==> src/rtl/dmem_access_ctrl.sv <==
// Load/store responder for local data memory: generates strided word addresses
// and moves beats to or from a single-port SRAM with 1-cycle read latency.
module dmem_access_ctrl #(
    parameter int ADDR_W    = 16,
    parameter int DATA_W    = 32,
    parameter int MEM_DEPTH = 1024
) (
    input  logic              clock,
    input  logic              reset,
    input  logic              I_St_Req,
    input  logic              I_Ld_Req,
    input  logic [ADDR_W-1:0] I_Length,
    input  logic [ADDR_W-1:0] I_Stride,
    input  logic [ADDR_W-1:0] I_Base_Addr,
    input  logic              I_St_Valid,
    input  logic [DATA_W-1:0] I_St_Data,
    input  logic              I_Ld_Valid,
    output logic              O_St_Ready,
    output logic              O_Ld_Ready,
    output logic [DATA_W-1:0] O_Ld_Data,
    output logic              O_St_End_Access,
    output logic              O_Ld_End_Access,
    output logic              O_Stall,
    output logic              O_Addr_Err,
    output logic              O_Mem_Req,
    output logic              O_Mem_We,
    output logic [ADDR_W-1:0] O_Mem_Addr,
    output logic [DATA_W-1:0] O_Mem_WData,
    input  logic [DATA_W-1:0] I_Mem_RData,
    input  logic              I_Mem_Busy
);
    typedef enum logic [2:0] {IDLE, ST_RUN, LD_RUN, LD_DRAIN, DONE} state_t;

    state_t            state;
    logic [ADDR_W-1:0] addr, cnt, len, stride;
    logic              is_ld, zero_len, rd_pend, rd_oob;
    logic              in_range, st_beat, ld_beat, beat, last;

    assign in_range = 32'(addr) < 32'(MEM_DEPTH);
    assign st_beat  = (state == ST_RUN) && I_St_Valid && !I_Mem_Busy;
    assign ld_beat  = (state == LD_RUN) && I_Ld_Valid && !I_Mem_Busy;
    assign beat     = st_beat || ld_beat;
    assign last     = cnt == len - ADDR_W'(1);

    // SRAM port is driven in the beat cycle itself so stores sustain one word per cycle
    assign O_St_Ready  = (state == ST_RUN) && !I_Mem_Busy;
    assign O_Stall     = ((state == ST_RUN) || (state == LD_RUN)) && I_Mem_Busy;
    assign O_Mem_Req   = beat && in_range;
    assign O_Mem_We    = st_beat && in_range;
    assign O_Mem_Addr  = O_Mem_Req ? addr : '0;
    assign O_Mem_WData = O_Mem_We ? I_St_Data : '0;
    assign O_Addr_Err  = beat && !in_range;

    // Read data is taken straight from the SRAM output register the cycle after issue
    assign O_Ld_Ready      = rd_pend;
    assign O_Ld_Data       = (rd_pend && !rd_oob) ? I_Mem_RData : '0;
    assign O_St_End_Access = (state == DONE) && !is_ld;
    assign O_Ld_End_Access = (state == LD_DRAIN) || ((state == DONE) && is_ld && zero_len);

    always_ff @(posedge clock) begin
        if (!reset) begin
            state    <= IDLE;
            addr     <= '0;
            cnt      <= '0;
            len      <= '0;
            stride   <= '0;
            is_ld    <= 1'b0;
            zero_len <= 1'b0;
            rd_pend  <= 1'b0;
            rd_oob   <= 1'b0;
        end else begin
            rd_pend <= ld_beat;
            rd_oob  <= ld_beat && !in_range;
            case (state)
                IDLE: begin
                    if (I_St_Req || I_Ld_Req) begin
                        len      <= I_Length;
                        stride   <= I_Stride;
                        addr     <= I_Base_Addr;
                        cnt      <= '0;
                        is_ld    <= !I_St_Req;
                        zero_len <= I_Length == '0;
                        if (I_Length == '0) state <= DONE;
                        else if (I_St_Req)  state <= ST_RUN;
                        else                state <= LD_RUN;
                    end
                end
                ST_RUN, LD_RUN: begin
                    if (beat) begin
                        addr <= addr + stride;
                        cnt  <= cnt + ADDR_W'(1);
                        if (last) state <= (state == ST_RUN) ? DONE : LD_DRAIN;
                    end
                end
                LD_DRAIN: state <= DONE;
                DONE:     state <= IDLE;
                default:  state <= IDLE;
            endcase
        end
    end
endmodule

==> config.mk <==
export PLATFORM = sky130hd
export DESIGN_NAME = dmem_access_ctrl
export DESIGN_NICKNAME = d
export VERILOG_FILES = /design/src/rtl/dmem_access_ctrl.sv
export SDC_FILE = /design/constraint.sdc
export NUM_CORES = 1
export LEC_CHECK = 0
export BUFFER_PORTS_ARGS = -buffer_cell sky130_fd_sc_hd__buf_2
export CORE_MARGIN = 1
export CORE_UTILIZATION = 41
export CTS_CLUSTER_SIZE = 10
export DETAILED_ROUTE_END_ITERATION = 8
export GPL_TIMING_DRIVEN = 0
export PLACE_DENSITY = 0.76
export SLEW_MARGIN = 15
export SYNTH_ARGS = -nofsm -noshare
export SYNTH_HDL_FRONTEND = slang
export SYNTH_SLANG_ARGS = --single-unit
==> constraint.sdc <==
create_clock -name clock -period 6.1 [get_ports clock]
set_input_delay 0.305 -clock clock [delete_from_list [all_inputs] [get_ports clock]]
set_output_delay 0.305 -clock clock [all_outputs]
set_load 0.05 [all_outputs]
# Word-level counts from Yosys, hierarchy flattened
# Index checks and enable logic that the tools add are counted.
dict set report word_totals {
  elab_cells 67
  register_bits 71
  out_inout_bits 88
}
dict set report classes {
  reduce_logical 30
  n_lt_le_gt_ge 1
  n_mux 16
  n_eq_ne 8
  add_sub_neg 3
}
# operator n
set ops {}
lappend ops {{2-to-1 mux 16 bit} 5}
lappend ops {{2-to-1 mux 32 bit} 2}
lappend ops {{case mux 16 bit (2 select lines)} 2}
lappend ops {{adder 16 x 1 -> 16 bit, second input constant} 1}
lappend ops {{adder 16 bit} 1}
lappend ops {{== test 16 bit} 1}
lappend ops {{zero test 16 bit} 1}
lappend ops {{< comparator 16 x 11 -> 1 bit, second input constant} 1}
lappend ops {{subtractor 16 x 1 -> 16 bit, second input constant} 1}
lappend ops {{2-to-1 mux 3 bit} 5}
lappend ops {{logical AND 1 bit} 14}
lappend ops {{case mux 3 bit (3 select lines)} 1}
lappend ops {{== test 3 x 2 -> 1 bit, second input constant} 2}
lappend ops {{!= test 2 bit, second input constant} 3}
lappend ops {{AND reduction 3 bit} 2}
lappend ops {{zero test 1 bit} 5}
lappend ops {{logical OR 1 bit} 4}
lappend ops {{== test 3 x 1 -> 1 bit, second input constant} 1}
lappend ops {{== test 3 bit, second input constant} 1}
lappend ops {{zero test 3 bit} 1}
lappend ops {{2-to-1 mux 2 bit} 1}
lappend ops {{AND reduction 2 bit} 1}
lappend ops {{nonzero test 2 bit} 1}
lappend ops {{OR reduction 2 bit} 1}

# Depth between registers and ports, before layout
# Gate-level depths: netlist of run 1.
dict set report depth {
  ltp_word 6
  ltp_mapped 10
}

# Worst setup path before layout of run 1
# No wires, ideal clock.
dict set report synth_timing {
  path_type {reg-to-output}
  startpoint {reg state[1]}
  endpoint {out O_Mem_WData[22]}
  stages_incl_launch_ff 6
  arrival_time_ns 3.689
  path_buffers 2
  t_required_ns 5.795
  setup_slack_ns 2.106
  path_cell_list {dfxtp_1 buf_4 nor4b_1 and3_1 clkbuf_1 and2_1}
}
dict set report synth_via {
  elab_chain_cells 5
}
# item line_no
set synth_lines {}
lappend synth_lines {{start, declared} 34} ;# state_t state;
lappend synth_lines {{start signal, assigned} 92} ;# if (last) state <= (state == ST_RUN) ? DONE : LD_DRAIN;
lappend synth_lines {{== test 3 x 1 -> 1 bit} 40} ;# assign st_beat = (state == ST_RUN) && I_St_Valid && !I_Mem_Busy;
lappend synth_lines {{logical AND 1 bit (2 in a row)} 40}
lappend synth_lines {{logical AND 1 bit} 49} ;# assign O_Mem_We = st_beat && in_range;
lappend synth_lines {{net O_Mem_We} 26} ;# output logic O_Mem_We,
lappend synth_lines {{2-to-1 mux 32 bit} 51} ;# assign O_Mem_WData = O_Mem_We ? I_St_Data : '0;
lappend synth_lines {{end, declared} 28} ;# output logic [DATA_W-1:0] O_Mem_WData,
# The timed path passes the listed nets, and every way through them passes these cells.

# Final worst setup path of run 1
dict set report layout_timing {
  startpoint {reg addr[12]}
  endpoint {out O_Mem_WData[8]}
}
dict set report layout_via {
  elab_chain_cells 3
}
# item line_no
set layout_lines {}
lappend layout_lines {{start, declared} 35} ;# logic [ADDR_W-1:0] addr, cnt, len, stride;
lappend layout_lines {{start signal, assigned} 79} ;# addr <= I_Base_Addr;
lappend layout_lines {{start signal, assigned} 90} ;# addr <= addr + stride;
lappend layout_lines {{< comparator 16 x 11 -> 1 bit} 39} ;# assign in_range = 32'(addr) < 32'(MEM_DEPTH);
lappend layout_lines {{logical AND 1 bit} 49}
lappend layout_lines {{2-to-1 mux 32 bit} 51}
# No other way between the ends.

==> run_results.csv, run 1 <==
group,metric,value,unit
job,drv_cap,0,
clocking,cts_resized,0,
floorplan,core,0.0114,sq mm
yosys,synthCells,644,
timing,fin_worst_skew,7.46,ps
clocking,cts_root_buf,"clkbuf_16",
floorplan,io_pins,207,
yosys,synthDistinctLibCells,66,
worst_setup_path,cp_slowest_cell,"nor3_1",
floorplan,num_rows,39,
timing,setup_tns,0,ps
yosys,ys_ff_latch,71,
power,powerDensity,391,mW/mm^2
placed_design,place_inst,992,
clocking,ctsHoldBuffers,0,
clocking,clkSinkCount,71,
global_route,antenna_found_initial,1,
drt,drt-total-wl,15.0,mm
drt,viasPerCell,5.24,
clocking,numCtsBuffers,9,
global_route,grt_pass1_vias,4693,
drt,routedWlPerCell,14.9,um
worst_setup_path,crit_chain,"or4_1 > nor3_1 > and3_1 > clkbuf_1 > and2_1 > buf_2",
clocking,clock_latency,340,ps
drt,drt-initial-drc-count,245,
power,leakage,2.99,nW
yosys,synth_area,0.00479,sq mm
global_route,grt_max_degree,14,
timing,period_minus_slack,3290,ps
finish,nNetsFinal,997,
timing,hold_violations,0,
finish,antennaDiodeCount,0,
timing,relSlewSlack,0.420,
clocking,h-tree-depth,3,
worst_setup_path,cp.required,5790,ps
worst_setup_path,slowest_delay,680,ps
worst_setup_path,critPathArrivalTime,2980,ps
min_path,min_path_cells,3,
worst_setup_path,crit_type,"reg -> out",
drt,vias,5284,
worst_setup_path,cp_max_fo,10,
yosys,syn_avg_cell_area,7.44,sq um
timing,hold_ws,199,ps
timing,worstMarginPinSlew,863,ps
clocking,clockBufferDepth,2,
timing,max_freq,0.304,GHz
timing,rsz0062_at_grt,"no",
global_route,gr-total-overflow,0,
yosys,yosys_warnings,0,
placed_design,dp_hpwl,11.6,mm
yosys,synthArstFlopShare,0,
timing,setup_violations,0,
finish,area_growth_syn_to_layout,31.2,%
finish,fill_cells,1120,
finish,stdcell_count,1008,
timing,drv_slew,0,
clocking,cts_setup_buffers,0,
status,outcome,"complete, no violations",
finish,final_common_cell,"buf_2",
placed_design,numPortBuffers,200,
clocking,tritoncts,"yes",
clocking,clk_pin_slew,60,ps
worst_setup_path,ff2ff_setup_slack,3480,ps
drt,final_antenna_net_count,0,
worst_setup_path,start_kind,"register",
yosys,ys.flop_type,"dfxtp_1",
yosys,synth-edff-count,0,
worst_setup_path,end_kind,"output pin",
drt,drc,0,
global_route,grt_pass1_wl,22.7,mm
timing,fin_crit_sh,0.539,
finish,final_cell_mix,"buf_2 (202), nand2_1 (103), dfxtp_1 (71)",
yosys,synth-seq-area-share,0.297,
floorplan,die_area,0.0121,sq mm
floorplan,start_util,0.419,
floorplan,die-width,110,um
global_route,grt_usage,0.247,
placed_design,gp_congestion,0.904,
finish,drive_above_1_share,0.274,
min_path,hold_class,"in -> reg",
power,vdd_drop_max,0.000225,V
drt,detail_route.first_pass.iterations,4,
worst_setup_path,rr_worst_depth,9,
floorplan,fp.dieH,110,um
per-layer routing:
metal  GRT usage  wire [um]
met5           0         13
met2       0.439       7340
met1       0.295       6250
met3      0.0406       1040
met4      0.0962        348
critical path: cells and delay by family (launching register included):
family | cells | cell delay, ps
buf+inv | 2 | 540
flops | 1 | 330
simple gates | 4 | 1750
per-stage QoR:
stage / util / instance area (sq um) / total power [mW] / setup WS, ps
3_3_place_gp: 0.524 / 5990 / 1.89 / 3230
6_report: 0.550 / 6280 / 2.46 / 2810
2_1_floorplan: - / 4810 / 1.58 / 2110
4_1_cts: 0.550 / 6280 / 2.44 / 2850
5_1_grt: 0.550 / 6280 / 2.62 / 2610
3_5_place_dp: 0.524 / 5990 / 1.91 / 3230
kinds of logic (layout without fill, tap and decap cells):
family	Yosys count	count (layout)	share of synthesized area
simple gates	311	311	0.334
other cells	1	6	0.000783
compound gates	145	145	0.187
xor+xnor	37	37	0.0677
flops	71	71	0.297
mux	4	4	0.00836
buf+inv	57	273	0.0559
fa+ha+maj	18	18	0.0486
final timing paths:
check	start	to
setup / recovery	addr[12]	O_Mem_WData[8]
hold / removal	I_Stride[4]	stride[4]
setup reg to reg	len[0]	state[2]
hold reg to reg	stride[4]	stride[4]
synthesized netlist by cell type (2+ instances only):
master | instances | area (sq um)
xor2_1 | 19 | 166
and4_1 | 3 | 26.3
a211oi_1 | 10 | 75.1
ha_1 | 17 | 213
nor3_1 | 17 | 85.1
mux2i_1 | 4 | 40.0
buf_2 | 2 | 10.0
nand3b_1 | 4 | 30.0
o211ai_1 | 2 | 15.0
nand4_1 | 9 | 56.3
and3_1 | 15 | 93.8
nor2_1 | 43 | 161
a21oi_1 | 62 | 310
and2_1 | 68 | 425
o21ai_0 | 30 | 150
buf_4 | 9 | 67.6
xnor2_1 | 18 | 158
o22ai_1 | 2 | 12.5
clkbuf_1 | 30 | 113
o2111ai_1 | 2 | 17.5
nor3b_1 | 3 | 22.5
inv_1 | 12 | 45.0
nand3_1 | 6 | 30.0
nor4_1 | 7 | 43.8
nand2_1 | 103 | 387
a22oi_1 | 2 | 15.0
nand2b_1 | 10 | 62.6
o21a_1 | 4 | 30.0
a311oi_1 | 2 | 17.5
a31oi_1 | 5 | 31.3
o31ai_1 | 2 | 15.0
a21o_1 | 5 | 37.5
o21bai_1 | 2 | 15.0
dfxtp_1 | 71 | 1420
nor2b_1 | 7 | 43.8
or3_1 | 7 | 43.8
final cells by class:
cell class / count / area, sq um / share of cell area
repair buffers: 200 / 1000 / 0.159
well taps: 143 / 179 / 0.0285
inverters: 13 / 48.8 / 0.00777
plain buffers: 44 / 219 / 0.0349
clock buffers: 9 / 225 / 0.0358
multi-input cells: 521 / 3120 / 0.496
clock inverters: 7 / 70.1 / 0.0112
flip-flops and latches: 71 / 1420 / 0.226
registers in the layout (all words and copies together) (netlist names):
| name | cells |
|---|---|
| addr | 16 |
| stride | 16 |
| len | 16 |
| is_ld | 1 |
| zero_len | 1 |
| cnt | 16 |
| rd_oob | 1 |
| O_Ld_Ready | 1 |
| state | 3 |
report_power, final:
part	total (mW)	switching (mW)	leakage (nW)	internal, mW
sequential	0.675	0.0969	0.583	0.578
combinational	1.25	0.803	2.26	0.449
clock	0.530	0.213	0.146	0.317
Note: power is estimated with default switching activity, not from simulation.
==> inputs of run 2 (changes only) <==
--- a/config.mk
+++ b/config.mk
@@ -11,7 +11,7 @@
 export CTS_CLUSTER_SIZE = 10
 export DETAILED_ROUTE_END_ITERATION = 8
 export GPL_TIMING_DRIVEN = 0
-export PLACE_DENSITY = 0.76
+export PLACE_DENSITY = 0.78
 export SLEW_MARGIN = 15
 export SYNTH_ARGS = -nofsm -noshare
 export SYNTH_HDL_FRONTEND = slang
==> constraint.sdc (replaced) <==
create_clock -name clock -period 2.9 [get_ports clock]
set_input_delay 0.145 -clock clock [delete_from_list [all_inputs] [get_ports clock]]
set_output_delay 0.145 -clock clock [all_outputs]
set_load 0.05 [all_outputs]
==> run 2 against run 1 <==
Net effect: sequential share of layout area is 0.33 points lower; highest routed layer is now met4; largest power group unchanged; die area unchanged; sequential power increased by 110%; critical endpoint is now state[2].
==> run_results.csv, run 2 (same netlist as run 1, synthesis figures left out) <==
group,metric,value,unit
floorplan,io_pins,207,
worst_setup_path,ff2ff_setup_slack,220,ps
worst_setup_path,rr_startpoint,"len[0]",
finish,nNetsFinal,999,
worst_setup_path,rr_worst_depth,9,
power,leakage,3.04,nW
min_path,hold_class,"in -> reg",
drt,drt-total-wl,15.2,mm
worst_setup_path,cp_max_fo,5,
clocking,numCtsBuffers,9,
finish,antennaDiodeCount,0,
worst_setup_path,start_kind,"register",
floorplan,core,0.0114,sq mm
floorplan,die_area,0.0121,sq mm
worst_setup_path,crit_chain,"inv_1 > ha_1 > nor3b_1 > nand2_1 > xnor2_1 > a2111oi_2 > nand4_1 > o31ai_1 > nor4b_2",
timing,drv_slew,0,
finish,final_common_cell,"buf_2",
placed_design,dp_hpwl,11.6,mm
clocking,ctsHoldBuffers,0,
drt,routedWlPerCell,15.1,um
worst_setup_path,crit_start,"len[0]",
worst_setup_path,r2r_end,"state[2]",
global_route,antenna_found_initial,0,
timing,fin_worst_skew,3.92,ps
clocking,h-tree-depth,3,
clocking,tritoncts,"yes",
timing,hold_ws,36.6,ps
clocking,cts_root_buf,"clkbuf_16",
timing,setup_violations,0,
drt,final_antenna_net_count,0,
min_path,min_to,"stride[10]",
timing,hold_violations,0,
timing,period_minus_slack,2680,ps
status,outcome,"complete, no violations",
global_route,grt_max_degree,13,
floorplan,die-width,110,um
global_route,gr-total-overflow,0,
power,powerDensity,849,mW/mm^2
placed_design,numPortBuffers,200,
timing,relSlewSlack,0.369,
worst_setup_path,cp_slowest_cell,"nor3b_1",
min_path,min_path_cells,3,
timing,fin_crit_sh,0.923,
worst_setup_path,critPathArrivalTime,2930,ps
worst_setup_path,slowest_delay,600,ps
timing,rsz0062_at_grt,"no",
timing,max_freq,0.373,GHz
clocking,clock_latency,340,ps
placed_design,gp_congestion,0.915,
finish,final_cell_mix,"buf_2 (202), nand2_1 (103), dfxtp_1 (71)",
global_route,grt_pass1_vias,4728,
finish,fill_cells,1062,
global_route,grt_usage,0.250,
min_path,min_from,"I_Stride[10]",
worst_setup_path,cp.required,3150,ps
floorplan,num_rows,39,
drt,drt-initial-drc-count,253,
timing,worstMarginPinSlew,936,ps
drt,drc,0,
clocking,clkSinkCount,71,
clocking,clockBufferDepth,2,
power,vdd_drop_max,0.000578,V
finish,drive_above_1_share,0.279,
finish,area_growth_syn_to_layout,33.2,%
clocking,clk_pin_slew,50,ps
drt,vias,5309,
floorplan,start_util,0.419,
global_route,grt_pass1_wl,23.1,mm
drt,viasPerCell,5.26,
worst_setup_path,end_kind,"register",
job,drv_cap,0,
floorplan,fp.dieH,110,um
drt,detail_route.first_pass.iterations,5,
power,power,5.42,mW
worst_setup_path,crit_type,"reg -> reg",
## run 2: worst max-delay path by stage
stage / cells after the start / slack, ps / to
floorplan: 5 / 190 / O_Mem_WData[22]
global placement: 6 / 50 / O_Mem_WData[3]
detailed placement: 6 / -3 / O_Mem_WData[8]
CTS: 6 / 120 / O_Mem_WData[3]
global route: 9 / 60 / state[2]
finish: 9 / 220 / state[2]
## run 2: layer usage
metal / track usage / share of wire / vias to the layer above
met5: 0 / 0 / -
met4: 0.0781 / 0.018 / 0
met3: 0.0447 / 0.069 / 23
met2: 0.452 / 0.50 / 213
met1: 0.297 / 0.42 / 2416
li1: - / - / 2657
## run 2: critical path: cells and delay by family (launching register included)
family,cells,cell delay [ps]
and+or+nand+nor,4,1160
adders and majority gates,1,240
buffers and inverters,1,80
xor gates and xnor gates,1,180
AOI/OAI and AO/OA,2,570
DFF,1,360
## run 2: area by class of cell
type | count | area, sq um | share of cell area
multi-input cells | 521 | 3140 | 0.493
flip-flops and latches | 71 | 1420 | 0.223
repair buffers | 202 | 1020 | 0.159
clock buffers | 10 | 239 | 0.0375
plain buffers | 44 | 220 | 0.0345
well taps | 143 | 179 | 0.0281
clock inverters | 6 | 108 | 0.0169
inverters | 13 | 48.8 | 0.00765
## run 2: report_power, final
part	switching [mW]	internal (mW)
Sequential	0.213	1.22
Clock	0.422	0.860
Combinational	1.73	0.978
Total	2.36	3.05
## run 2: through the flow
| step | utilization | cells | worst slack [ps] | cell area, sq um | setup TNS (ps) |
|---|---|---|---|---|---|
| final | 0.558 | 1010 | 223 | 6380 | 0 |
| after global routing | 0.558 | 1010 | 58.7 | 6380 | 0 |
| after CTS | 0.557 | 1008 | 121 | 6360 | 0 |
| after detailed placement | 0.526 | 992 | -2.72 | 6000 | -3.86 |
| after global placement | 0.526 | 992 | 48.1 | 6000 | 0 |
| after floorplan | - | 649 | 187 | 4820 | 0 |
## run 2: what timing repair did
item | 4_1_cts | 5_1_grt
resized for setup | 2 | 2
buffers inserted | 0 | 2
setup endpoints to repair | 43 | 14
pin swaps | 0 | 1
==> inputs of run 3 (changes only) <==
--- a/config.mk
+++ b/config.mk
@@ -10,8 +10,9 @@
 export CORE_UTILIZATION = 41
 export CTS_CLUSTER_SIZE = 10
 export DETAILED_ROUTE_END_ITERATION = 8
+export GPL_ROUTABILITY_DRIVEN = 0
 export GPL_TIMING_DRIVEN = 0
-export PLACE_DENSITY = 0.78
+export PLACE_DENSITY = 0.76
 export SLEW_MARGIN = 15
 export SYNTH_ARGS = -nofsm -noshare
 export SYNTH_HDL_FRONTEND = slang
==> constraint.sdc (replaced) <==
create_clock -name clock -period 3 [get_ports clock]
set_input_delay 0.15 -clock clock [delete_from_list [all_inputs] [get_ports clock]]
set_output_delay 0.15 -clock clock [all_outputs]
set_load 0.05 [all_outputs]
==> run 3 against run 2 <==
Net effect: critical path depth shrank 3; critical path type is now reg -> out; register-to-register slack gained 140 ps; clock-buffer cell count grew 1; combinational power shrank 5%; largest power group unchanged; flip-flop and latch count is the same; worst setup slack lost 15 ps; first-iteration DRC count grew 30%; clock skew is essentially flat; hold slack gained 11 ps; global-route usage shrank 1.0 points; via count shrank 1.9%.
==> run_results.csv, run 3 (same netlist as run 1, synthesis figures left out) <==
group,metric,value,unit
status,outcome,"complete, no violations",
placed_design,place_inst,992,
floorplan,die-width,110,um
drt,routedWlPerCell,14.6,um
min_path,hold_class,"in -> reg",
drt,drt-total-wl,14.7,mm
drt,final_antenna_net_count,0,
clocking,cts_setup_buffers,0,
clocking,clock_latency,340,ps
worst_setup_path,start_kind,"register",
global_route,gr-total-overflow,0,
floorplan,start_util,0.419,
clocking,ctsHoldBuffers,0,
finish,final_common_cell,"buf_2",
placed_design,place_area,0.00600,sq mm
timing,drv_slew,0,
drt,vias,5208,
global_route,grt_pass1_vias,4584,
timing,max_freq,0.358,GHz
timing,fin_ws,208,ps
worst_setup_path,end_kind,"output pin",
finish,area_growth_syn_to_layout,31.5,%
finish,fill_cells,1098,
worst_setup_path,cp_max_fo,10,
drt,drc,0,
floorplan,fp.dieH,110,um
clocking,tritoncts,"yes",
timing,hold_ws,47.7,ps
clocking,h-tree-depth,3,
timing,worstMarginPinSlew,836,ps
finish,stdcell_count,1008,
finish,final_util,0.552,
clocking,clkSinkCount,71,
timing,rsz0062_at_grt,"no",
worst_setup_path,cp.required,2850,ps
timing,setup_tns,0,ps
timing,period_minus_slack,2790,ps
worst_setup_path,critPathArrivalTime,2640,ps
power,power,4.96,mW
finish,final_cell_mix,"buf_2 (202), nand2_1 (103), dfxtp_1 (71)",
finish,nNetsFinal,997,
clocking,cts_root_buf,"clkbuf_16",
global_route,grt_pass1_wl,22.2,mm
global_route,grt_usage,0.239,
clocking,clockBufferDepth,2,
finish,fin_area,0.00630,sq mm
job,drv_cap,0,
timing,fin_worst_skew,4.15,ps
finish,drive_above_1_share,0.276,
finish,antennaDiodeCount,0,
timing,fin_crit_sh,0.931,
placed_design,dp_hpwl,11.2,mm
placed_design,numPortBuffers,200,
power,powerDensity,788,mW/mm^2
timing,hold_violations,0,
worst_setup_path,crit_type,"reg -> out",
floorplan,io_pins,207,
clocking,numCtsBuffers,9,
floorplan,num_rows,39,
floorplan,die_area,0.0121,sq mm
timing,setup_violations,0,
global_route,antenna_found_initial,0,
drt,viasPerCell,5.17,
power,leakage,2.99,nW
timing,relSlewSlack,0.437,
global_route,grt_max_degree,13,
clocking,clk_pin_slew,60,ps
floorplan,core,0.0114,sq mm
placed_design,pre_cts_ws,197,ps
drt,detail_route.first_pass.iterations,5,
drt,drt-initial-drc-count,328,
power,vdd_drop_max,0.000490,V
==> run 3: changes by cell type in the layout (fill, tap and decap cells not counted) <==
cell | previous run | this run
bufinv_16 | 3 | 0
clkinvlp_4 | 1 | 3
clkbuf_2 | 1 | 0
clkbuf_8 | 2 | 3
buf_4 | 11 | 9
clkbuf_1 | 29 | 30
==> run 3: worst max-delay path, cell delays in order, from the launching register on <==
cell and delay (ps):
dfxtp_1 330, or4_1 580, nor3_4 330, and3_1 310, clkbuf_1 290, and2_1 200
buf_2 270
==> run 3: area by class of cell <==
| cell class | count | area [sq um] | area share |
|---|---|---|---|
| Multi-Input combinational cell | 521 | 3140 | 0.499 |
| Clock buffer | 11 | 253 | 0.0401 |
| Timing Repair Buffer | 200 | 1000 | 0.159 |
| Sequential cell | 71 | 1420 | 0.226 |
| Buffer | 44 | 219 | 0.0348 |
| Inverter | 13 | 48.8 | 0.00775 |
| Tap cell | 143 | 179 | 0.0284 |
| Clock inverter | 5 | 32.5 | 0.00516 |
==> run 3: worst paths after layout <==
| kind | slack [ps] | start | depth (start not counted) | to |
|---|---|---|---|---|
| worst max register to register | 360 | len[0] | 9 | state[2] |
| worst min-delay path | 50 | I_Stride[15] | 3 | stride[15] |
| worst min register to register | 460 | stride[4] | 2 | stride[4] |
| worst max-delay path | 210 | addr[12] | 6 | O_Mem_WData[27] |
==> run 3: timing repair <==
item                       CTS  global route
setup endpoints to repair   31            26
gates resized for setup      1             1
hold endpoints to repair     0             0
==> run 3: metal layers <==
metal / track usage / routed length, um
met2: 0.402 / 6900
met5: 0 / 0
met4: 0.0829 / 250
met3: 0.0382 / 1160
met1: 0.311 / 6400
==> run 3: report_power, final <==
part           total (mW)  switching, mW  internal, mW
Clock                1.02          0.418         0.601
Sequential           1.38          0.201          1.18
Combinational        2.57           1.64         0.924
